File: src/rtl/instr_encoder_loader_if.sv
// Field-bundle stream into the encoder plus the instruction-memory write port.
// master: the loader side; slave: the producer/memory side.
interface instr_encoder_loader_if #(
  parameter int unsigned IM_AW = 10
);
  logic             in_valid;
  logic             in_ready;
  logic [4:0]       in_sel;
  logic [4:0]       in_rs;
  logic [4:0]       in_rt;
  logic [4:0]       in_rd;
  logic [4:0]       in_shamt;
  logic [15:0]      in_imm;
  logic [25:0]      in_target;
  logic             in_last;
  logic             im_we;
  logic             im_ready;
  logic [IM_AW-1:0] im_addr;
  logic [31:0]      im_wdata;

  modport master (
    input  in_valid, in_sel, in_rs, in_rt, in_rd, in_shamt, in_imm, in_target, in_last,
    output in_ready,
    output im_we, im_addr, im_wdata,
    input  im_ready
  );

  modport slave (
    output in_valid, in_sel, in_rs, in_rt, in_rd, in_shamt, in_imm, in_target, in_last,
    input  in_ready,
    input  im_we, im_addr, im_wdata,
    output im_ready
  );
endinterface

File: src/rtl/instr_encoder_loader.sv
// Encodes decoded instruction fields into MIPS words, buffers them in a FIFO
// and streams them sequentially into instruction memory from a base address.
module instr_encoder_loader #(
  parameter int unsigned IM_AW      = 10,
  parameter int unsigned FIFO_DEPTH = 4
) (
  input  logic                           clk,
  input  logic                           rst,
  input  logic                           start,
  input  logic [IM_AW-1:0]               base_addr,
  instr_encoder_loader_if.master         bus,
  output logic                           busy,
  output logic                           done,
  output logic                           err,
  output logic [IM_AW:0]                 count
);
  localparam int unsigned PW = $clog2(FIFO_DEPTH);
  localparam int unsigned CW = IM_AW + 1;

  typedef enum logic [1:0] {S_IDLE, S_LOAD, S_DRAIN} state_e;

  state_e            state_q, state_d;
  logic [31:0]       fifo_q [FIFO_DEPTH];
  logic [PW:0]       wptr_q, wptr_d;
  logic [PW:0]       rptr_q, rptr_d;
  logic [IM_AW-1:0]  addr_q, addr_d;
  logic [IM_AW-1:0]  im_addr_q, im_addr_d;
  logic [31:0]       im_wdata_q, im_wdata_d;
  logic              im_we_q, im_we_d;
  logic              done_q, done_d;
  logic              err_q, err_d;
  logic [CW-1:0]     count_q, count_d;

  logic              fifo_empty_c, fifo_full_c, in_ready_c, push_c;
  logic [31:0]       enc_word_c;
  logic              enc_legal_c;
  logic [5:0]        op_c, funct_c;
  logic [4:0]        rs_c, rt_c, rd_c, sh_c;

  assign fifo_empty_c = (wptr_q == rptr_q);
  assign fifo_full_c  = (wptr_q[PW] != rptr_q[PW]) && (wptr_q[PW-1:0] == rptr_q[PW-1:0]);
  assign in_ready_c   = (state_q == S_LOAD) && !fifo_full_c;

  // Field bundle to 32-bit instruction word; field forcing per instruction class.
  always_comb begin
    op_c        = 6'h00;
    funct_c     = 6'h00;
    enc_legal_c = 1'b1;
    rs_c        = bus.in_rs;
    rt_c        = bus.in_rt;
    rd_c        = bus.in_rd;
    sh_c        = 5'd0;
    case (bus.in_sel)
      5'd0:  funct_c = 6'h20;
      5'd1:  funct_c = 6'h22;
      5'd2:  funct_c = 6'h24;
      5'd3:  funct_c = 6'h25;
      5'd4:  funct_c = 6'h2A;
      5'd5:  funct_c = 6'h2B;
      5'd6:  funct_c = 6'h21;
      5'd7:  funct_c = 6'h23;
      5'd8:  funct_c = 6'h08;
      5'd9:  funct_c = 6'h09;
      5'd10: funct_c = 6'h27;
      5'd11: funct_c = 6'h00;
      5'd12: funct_c = 6'h02;
      5'd13: funct_c = 6'h03;
      5'd14: funct_c = 6'h04;
      5'd15: funct_c = 6'h06;
      5'd16: op_c    = 6'h08;
      5'd17: op_c    = 6'h0D;
      5'd18: op_c    = 6'h23;
      5'd19: op_c    = 6'h2B;
      5'd20: op_c    = 6'h04;
      5'd21: op_c    = 6'h05;
      5'd22: op_c    = 6'h0A;
      5'd23: op_c    = 6'h02;
      5'd24: op_c    = 6'h03;
      default: enc_legal_c = 1'b0;
    endcase
    if (bus.in_sel >= 5'd11 && bus.in_sel <= 5'd13) begin
      sh_c = bus.in_shamt;
      rs_c = 5'd0;
    end
    if (bus.in_sel == 5'd8) begin
      rt_c = 5'd0;
      rd_c = 5'd0;
    end
    if (bus.in_sel == 5'd9) rt_c = 5'd0;
    if (bus.in_sel < 5'd16)      enc_word_c = {6'b0, rs_c, rt_c, rd_c, sh_c, funct_c};
    else if (bus.in_sel < 5'd23) enc_word_c = {op_c, bus.in_rs, bus.in_rt, bus.in_imm};
    else                         enc_word_c = {op_c, bus.in_target};
  end

  // Session FSM, FIFO pointers and IM write-side next state.
  always_comb begin
    state_d    = state_q;
    wptr_d     = wptr_q;
    rptr_d     = rptr_q;
    addr_d     = addr_q;
    count_d    = count_q;
    err_d      = err_q;
    done_d     = 1'b0;
    im_we_d    = im_we_q;
    im_addr_d  = im_addr_q;
    im_wdata_d = im_wdata_q;
    push_c     = 1'b0;

    if (im_we_q && bus.im_ready) begin
      addr_d  = addr_q + IM_AW'(1);
      count_d = count_q + CW'(1);
      im_we_d = 1'b0;
    end
    // Refill the write register as soon as the current word is gone or accepted.
    if (state_q != S_IDLE && (!im_we_q || bus.im_ready) && !fifo_empty_c) begin
      rptr_d     = rptr_q + (PW+1)'(1);
      im_we_d    = 1'b1;
      im_addr_d  = addr_d;
      im_wdata_d = fifo_q[rptr_q[PW-1:0]];
    end

    case (state_q)
      S_IDLE: begin
        if (start) begin
          state_d = S_LOAD;
          addr_d  = base_addr;
          count_d = '0;
          err_d   = 1'b0;
        end
      end
      S_LOAD: begin
        if (bus.in_valid && in_ready_c) begin
          if (enc_legal_c) begin
            push_c = 1'b1;
            wptr_d = wptr_q + (PW+1)'(1);
          end else begin
            err_d = 1'b1;
          end
          if (bus.in_last) state_d = S_DRAIN;
        end
      end
      S_DRAIN: begin
        if (fifo_empty_c && !im_we_q) begin
          done_d  = 1'b1;
          state_d = S_IDLE;
        end
      end
      default: state_d = S_IDLE;
    endcase
  end

  always_ff @(posedge clk) begin
    if (rst) begin
      state_q    <= S_IDLE;
      wptr_q     <= '0;
      rptr_q     <= '0;
      addr_q     <= '0;
      count_q    <= '0;
      err_q      <= 1'b0;
      done_q     <= 1'b0;
      im_we_q    <= 1'b0;
      im_addr_q  <= '0;
      im_wdata_q <= '0;
    end else begin
      state_q    <= state_d;
      wptr_q     <= wptr_d;
      rptr_q     <= rptr_d;
      addr_q     <= addr_d;
      count_q    <= count_d;
      err_q      <= err_d;
      done_q     <= done_d;
      im_we_q    <= im_we_d;
      im_addr_q  <= im_addr_d;
      im_wdata_q <= im_wdata_d;
    end
  end

  always_ff @(posedge clk) begin
    if (push_c) fifo_q[wptr_q[PW-1:0]] <= enc_word_c;
  end

  assign bus.in_ready = in_ready_c;
  assign bus.im_we    = im_we_q;
  assign bus.im_addr  = im_addr_q;
  assign bus.im_wdata = im_wdata_q;
  assign busy         = (state_q != S_IDLE);
  assign done         = done_q;
  assign err          = err_q;
  assign count        = count_q;
endmodule

File: src/flat_wrapper.sv
// flat-port wrapper written by rule: the top's interface ports become plain ports
module instr_encoder_loader_flat 
#(
  parameter int unsigned IM_AW      = 10,
  parameter int unsigned FIFO_DEPTH = 4
)
  (clk, rst, start, base_addr, busy, done, err, count, bus_in_valid, bus_in_sel, bus_in_rs, bus_in_rt, bus_in_rd, bus_in_shamt, bus_in_imm, bus_in_target, bus_in_last, bus_in_ready, bus_im_we, bus_im_addr, bus_im_wdata, bus_im_ready);
  instr_encoder_loader_if #(.IM_AW(IM_AW)) bus_i ();
  input  logic clk;
  input  logic rst;
  input  logic start;
  input  logic [IM_AW-1:0] base_addr;
  output logic busy;
  output logic done;
  output logic err;
  output logic [IM_AW:0] count;
  input wire logic [$bits(bus_i.in_valid)-1:0] bus_in_valid;
  input wire logic [$bits(bus_i.in_sel)-1:0] bus_in_sel;
  input wire logic [$bits(bus_i.in_rs)-1:0] bus_in_rs;
  input wire logic [$bits(bus_i.in_rt)-1:0] bus_in_rt;
  input wire logic [$bits(bus_i.in_rd)-1:0] bus_in_rd;
  input wire logic [$bits(bus_i.in_shamt)-1:0] bus_in_shamt;
  input wire logic [$bits(bus_i.in_imm)-1:0] bus_in_imm;
  input wire logic [$bits(bus_i.in_target)-1:0] bus_in_target;
  input wire logic [$bits(bus_i.in_last)-1:0] bus_in_last;
  output wire logic [$bits(bus_i.in_ready)-1:0] bus_in_ready;
  output wire logic [$bits(bus_i.im_we)-1:0] bus_im_we;
  output wire logic [$bits(bus_i.im_addr)-1:0] bus_im_addr;
  output wire logic [$bits(bus_i.im_wdata)-1:0] bus_im_wdata;
  input wire logic [$bits(bus_i.im_ready)-1:0] bus_im_ready;
  assign bus_i.in_valid = bus_in_valid;
  assign bus_i.in_sel = bus_in_sel;
  assign bus_i.in_rs = bus_in_rs;
  assign bus_i.in_rt = bus_in_rt;
  assign bus_i.in_rd = bus_in_rd;
  assign bus_i.in_shamt = bus_in_shamt;
  assign bus_i.in_imm = bus_in_imm;
  assign bus_i.in_target = bus_in_target;
  assign bus_i.in_last = bus_in_last;
  assign bus_in_ready = bus_i.in_ready;
  assign bus_im_we = bus_i.im_we;
  assign bus_im_addr = bus_i.im_addr;
  assign bus_im_wdata = bus_i.im_wdata;
  assign bus_i.im_ready = bus_im_ready;
  instr_encoder_loader #(.IM_AW(IM_AW), .FIFO_DEPTH(FIFO_DEPTH)) u_core (.clk(clk), .rst(rst), .start(start), .base_addr(base_addr), .bus(bus_i), .busy(busy), .done(done), .err(err), .count(count));
endmodule
File: config.mk
export PLATFORM = sky130hd
export DESIGN_NAME = instr_encoder_loader_flat
export DESIGN_NICKNAME = d
export VERILOG_FILES = /design/src/rtl/instr_encoder_loader_if.sv /design/src/rtl/instr_encoder_loader.sv /design/src/flat_wrapper.sv
export SDC_FILE = /design/constraint.sdc
export NUM_CORES = 1
export LEC_CHECK = 0
export ABC_AREA = 1
export CAP_MARGIN = 20
export CORE_MARGIN = 1.5
export CORE_UTILIZATION = 45
export DETAILED_ROUTE_END_ITERATION = 8
export PLACE_DENSITY = 0.73
export SYNTH_ARGS = -nofsm -noshare
export SYNTH_HDL_FRONTEND = slang
export SYNTH_SLANG_ARGS = --single-unit
File: constraint.sdc
create_clock -name clk -period 3.4 [get_ports clk]
set_clock_uncertainty 0.1 [all_clocks]
set_input_delay 0.68 -clock clk [delete_from_list [all_inputs] [get_ports clk]]
set_output_delay 0.68 -clock clk [all_outputs]
set_load 0.1 [all_outputs]
Yosys cells after proc, flatten, opt, wreduce, memory -nomap -nowiden:

Memories as Yosys holds them, arrays and structs flattened. A register that Yosys moved wholly into a read port is not among the register bits.
Cells that the tools add are included.

* register bits: 42
* memory bits (read-only): 0
* memories kept: 1
* word-level logic and storage cells: 108
* latch bits: 0
* input bits: 83
* output and inout bits: 58
* bits in writable memories: 128

* order comparisons: 4
* eq/ne operators: 34
* $mul: 0
* multiplexer cells: 33
* shift operators: 0
* $add $sub $neg: 4
* bitwise logic cells: 1
* divide/modulo/power cells: 0
* reductions and logical operators: 22

Memory list
* u_core.fifo_q: depth 4, width 32, rd ports 1, clocked after memory_dff 1, wr ports 1, RTL line instr_encoder_loader.sv:23 `logic [31:0] fifo_q [FIFO_DEPTH];`

Operator list (count)
* $pmux W6 S15: 1
* $pmux W6 S9: 1
* $eq A5 B5 Y1 const B: 9
* $eq A5 B4 Y1 const B: 8
* $mux W11: 3
* $mux W32: 1
* $mux W10: 3
* $mux W26: 1
* $mux W5: 5
* $reduce_or A25 Y1: 1
* $eq A5 B3 Y1 const B: 4
* $mux W1: 12
* $add A11 B1 Y11 const B: 1
* $add A10 B1 Y10 const B: 1
* $eq A5 B2 Y1 const B: 2
* $lt A5 B5 Y1 const B: 2
* $logic_and A1 B1 Y1: 8
* $mux W2: 4
* $ne A2 B2 Y1 const B: 4
* $reduce_and A4 Y1: 2
* $add A3 B1 Y3 const B: 2
* $pmux W2 S3: 1
* $reduce_bool A2 Y1: 3
* $eq A5 B1 Y1 const B: 1
* other kinds (16): 18

Depth between registers and ports, before layout:

* word-level depth: 9
* mapped depth: 10
* depth with buffers taken out: 10

Worst setup path before layout:

OpenSTA, ideal clock, no wires.

* path type: input-to-reg
* from: in bus_in_sel[0]
* to: mem u_core.fifo_q[3][0], enable pin
* path slack: 0.305 ns
* data arrival time: 2.576 ns
* cell stages on the path: 7
* path through: nor2_1 -> inv_1 -> nor2_1 -> nor2_2 -> nand4_2 -> nand2_2 -> nor2_1

* cells in the longest elaborated chain, start to end: 8
* elaborated cells between the ends (all ways): 32
* those cells by class: 24 x eq/ne; 6 x mux; 2 x reduce/logical

RTL lines
* start, declared: RTL line flat_wrapper.sv:18 `input wire logic [$bits(bus_i.in_sel)-1:0] bus_in_sel;`
* $eq A5 B4 Y1 (tied with other cells): RTL line instr_encoder_loader.sv:53 `case (bus.in_sel)`
* $reduce_or A25 Y1 (no line) *
* $mux W1 *: RTL line instr_encoder_loader.sv:53
* $mux W1 *: RTL line instr_encoder_loader.sv:133 `if (enc_legal_c) begin`
* $mux W1 *: RTL line instr_encoder_loader.sv:132 `if (bus.in_valid && in_ready_c) begin`
* $mux W1 *: RTL line instr_encoder_loader.sv:122 `case (state_q)`
* $mux W1 *: RTL line instr_encoder_loader.sv:179 `if (push_c) fifo_q[wptr_q[PW-1:0]] <= enc_word_c;`
* $mux W1 (implied by the code) *: RTL line instr_encoder_loader.sv:179
* end, declared: RTL line instr_encoder_loader.sv:23

Every way passes the cells marked *; elsewhere a longest branch is shown, timed or not.

Worst setup path after layout:

* from: reg u_core.rptr_q[0]
* to: out bus_in_ready

* cells in the longest elaborated chain, start to end: 4

RTL lines
* start, declared: RTL line instr_encoder_loader.sv:25 `logic [PW:0] rptr_q, rptr_d;`
* start signal, assigned: RTL line instr_encoder_loader.sv:167 `rptr_q <= rptr_d;`
* $eq A2 B2 Y1: RTL line instr_encoder_loader.sv:41 `assign fifo_full_c = (wptr_q[PW] != rptr_q[PW]) && (wptr_q[PW-1:0] == rptr_q[PW-1:0]);`
* $logic_and A1 B1 Y1: RTL line instr_encoder_loader.sv:41
* $logic_not A1 Y1: RTL line instr_encoder_loader.sv:42 `assign in_ready_c = (state_q == S_LOAD) && !fifo_full_c;`
* $logic_and A1 B1 Y1: RTL line instr_encoder_loader.sv:42
* end, declared: RTL line flat_wrapper.sv:26 `output wire logic [$bits(bus_i.in_ready)-1:0] bus_in_ready;`

No other way between the ends.

==> results.txt <==
Crit path DAT -> 1.93 ns
Peak Freq -> 0.369 GHz
Worst slew pin tran -> 0.874 ns
Largest net degree at the start of global routing -> 67
Pint -> 4.20 mW
PortBufs -> 139
Pre-antenna DRT Iters -> 7
Share of cells above drive strength 1 -> 12.6%
Net switching power -> 1.86 mW
Violated checks -> DRC
Hold Slack -> 0.355 ns
DRC -> 12
CTS tree -> done
Tmin final -> 2.71 ns
Post-Syn Area per Cell -> 9.53 µm²
Initial core utilization -> 46.3%
Final Hold Vio Count -> 0
Worst vdd ir -> 0.394 mV
Die X -> 140 µm
Gr usage total -> 19.8%
Reg power frac -> 44.7%
Iter 0 DRT Violations -> 582
Hpwl dp -> 12700 µm
Fill count -> 1543
Final setup viols -> 0
Area of the multi-input gates -> 0.00280 mm²
CTS clk-pin slew, worst paths -> 0.07 ns
Initial antenna violation count -> 0
RD Place Congestion -> 0.789
Mapped Cells -> 881
Sw Ratio -> 30.7%
RSZ-0062 raised after global routing -> no
Fin nets -> 1101
First-pass GRT wire length -> 30400 µm
WL per Instance -> 15.2 µm
CP Launch Type -> flop
Cell Area, Synth -> 0.00840 mm²
Syn_nets -> 971
Register Area -> 0.00519 mm²
Slew HR -> 41.4%
Die height -> 140 µm
Sink count of the clock tree -> 197
Synth cell types -> 41
PostCTS Resize Cnt -> 0
HP Class -> reg2reg
Overflow after GRT -> 0
Slew Viols, Final -> 0
Seq/Total Area, Yosys -> 61.7%
Vias post-DR -> 6593
CTS H-tree depth -> 4
Die area -> 0.0195 mm²
Clock share of power -> 34.7%
Fin Setup TNS -> 0 ns
WS Path Type -> reg2out
Crit share post-route -> 79.8%
Most frequent cells in the layout -> 181 x nor2_1, 124 x edfxtp_1, 114 x o21ai_0
CP Data Required Time -> 2.62 ns
FF+latch count, synth -> 197
Comb pwr share -> 20.5%
Power per cell area -> 574 mW/mm²
Core area -> 0.0181 mm²
Core Util, Final -> 58.2%
Status -> complete, but fails checks
IO Pins -> 141
Hold-fix buffers at CTS -> 0
Antenna Nets Post-Route -> 0
Fin area -> 0.0106 mm²
P&R area growth vs syn -> 25.7%
Placed Instance Area -> 0.00993 mm²
Most common cell after layout, fill and taps aside -> nor2_1
Ant diodes -> 0
DRT Wirelength -> 19100 µm
Row cnt -> 49
P_leak -> 4.01 nW
Bufs on Longest Clock Path -> 2
Yosys synthesis warning count -> 0
Drt via density -> 5.26
Setup bufs post-CTS -> 0
Maxcap violations -> 0
Clk Tree Root Cell -> clkbuf_16
Worst-path fanout max -> 66
Vias in the first global route -> 6155
Crit end category -> output pin
Num CTS Buffers -> 17
Clk_lat worst skew -> 0.43 ns
[layer usage]
| layer | routed length (µm) | GRT usage (%) | up-vias | part of all wire, % |
|---|---|---|---|---|
| met4 | 280 | 6.09 | 0 | 1.5 |
| met3 | 1410 | 4.61 | 24 | 7.4 |
| met1 | 8530 | 26.0 | 3022 | 45 |
| met5 | 0 | 0 | - | 0 |
| li1 | - | - | 3293 | - |
| met2 | 8850 | 32.8 | 254 | 46 |
[synth_stat cells (all sizes together)]
cell type    n  area, µm²
o21bai       2       15.0
xnor2        4       42.6
clkbuf      26       98.8
nor3        14       80.1
o311ai       1       8.76
clkinv       1       3.75
or2          2       12.5
conb         1       3.75
o22ai       32        200
nand2      102        395
edfxtp     124       3720
dfxtp       73       1460
o21ai      122        611
o31ai        1       7.51
nand4       12       87.6
nand3       44        225
o2111ai      2       17.5
buf         17        108
xor2         7       61.3
ha           7       87.6
inv         62        235
nor2       189        719
nand3b       1       7.51
a21oi       30        150
a41oi        1       8.76
a31oi        4       25.0
[through the flow]
stage,power (mW),setup WS [ns],instances
after floorplan,3.66,0.305,881
final,6.06,0.688,1253
after global placement,3.99,0.556,1221
after global routing,6.30,0.490,1253
after CTS,6.10,0.645,1253
after detailed placement,4.01,0.523,1221
[power groups by stage]
stage	Clock (mW)	Sequential [mW]	Combinational (mW)
4_1_cts	2.13	2.71	1.25
3_5_place_dp	0	2.77	1.25
5_1_grt	2.24	2.73	1.34
6_report	2.10	2.71	1.25
2_1_floorplan	0	3.19	0.468
3_3_place_gp	0	2.77	1.23
[cell families after synthesis]
| kind of cell | Yosys count | synth area share, % |
|---|---|---|
| fa+ha+maj | 7 | 1.04 |
| buf+inv | 106 | 5.30 |
| simple gates | 364 | 18.2 |
| flops | 197 | 61.7 |
| other cells | 1 | 0.0447 |
| xor+xnor | 11 | 1.24 |
| compound gates | 195 | 12.4 |
[critical path, cell delays in order (launching register included)]
cell and delay [ns]:
dfxtp_2 0.33, buf_4 0.53, xnor2_2 0.19, nand3_1 0.13, nand2_1 0.08, inv_1 0.06
buf_12 0.16
[final timing paths]
kind | to | start | depth (start not counted) | slack, ns
min | u_core.err | u_core.err | 2 | 0.35
max reg2reg | u_core.fifo_q[0][12] | u_core.rptr_q[1] | 9 | 0.98
max | bus_in_ready | u_core.rptr_q[0] | 6 | 0.69
min reg2reg | u_core.err | u_core.err | 2 | 0.35
[sequential cells by signal, indices dropped and copies added, names as in the netlist]
name / flops
u_core.count: 11
u_core.done: 1
u_core.addr_q: 10
u_core.bus.im_we: 1
u_core.err: 1
u_core.bus.im_addr: 10
u_core.state_q: 2
u_core.wptr_q: 3
u_core.bus.im_wdata: 31
u_core.fifo_q: 124
u_core.rptr_q: 3
[cell type report]
class                           instances  area share [%]
Sequential cell                       197            49.1
Multi-Input combinational cell        578            26.5
Timing Repair Buffer                  154            13.5
Clock buffer                           18            4.16
Tap cell                              229            2.71
Inverter                               63            2.26
Clock inverter                         14            1.77
Power figures use the tool's default switching activity.
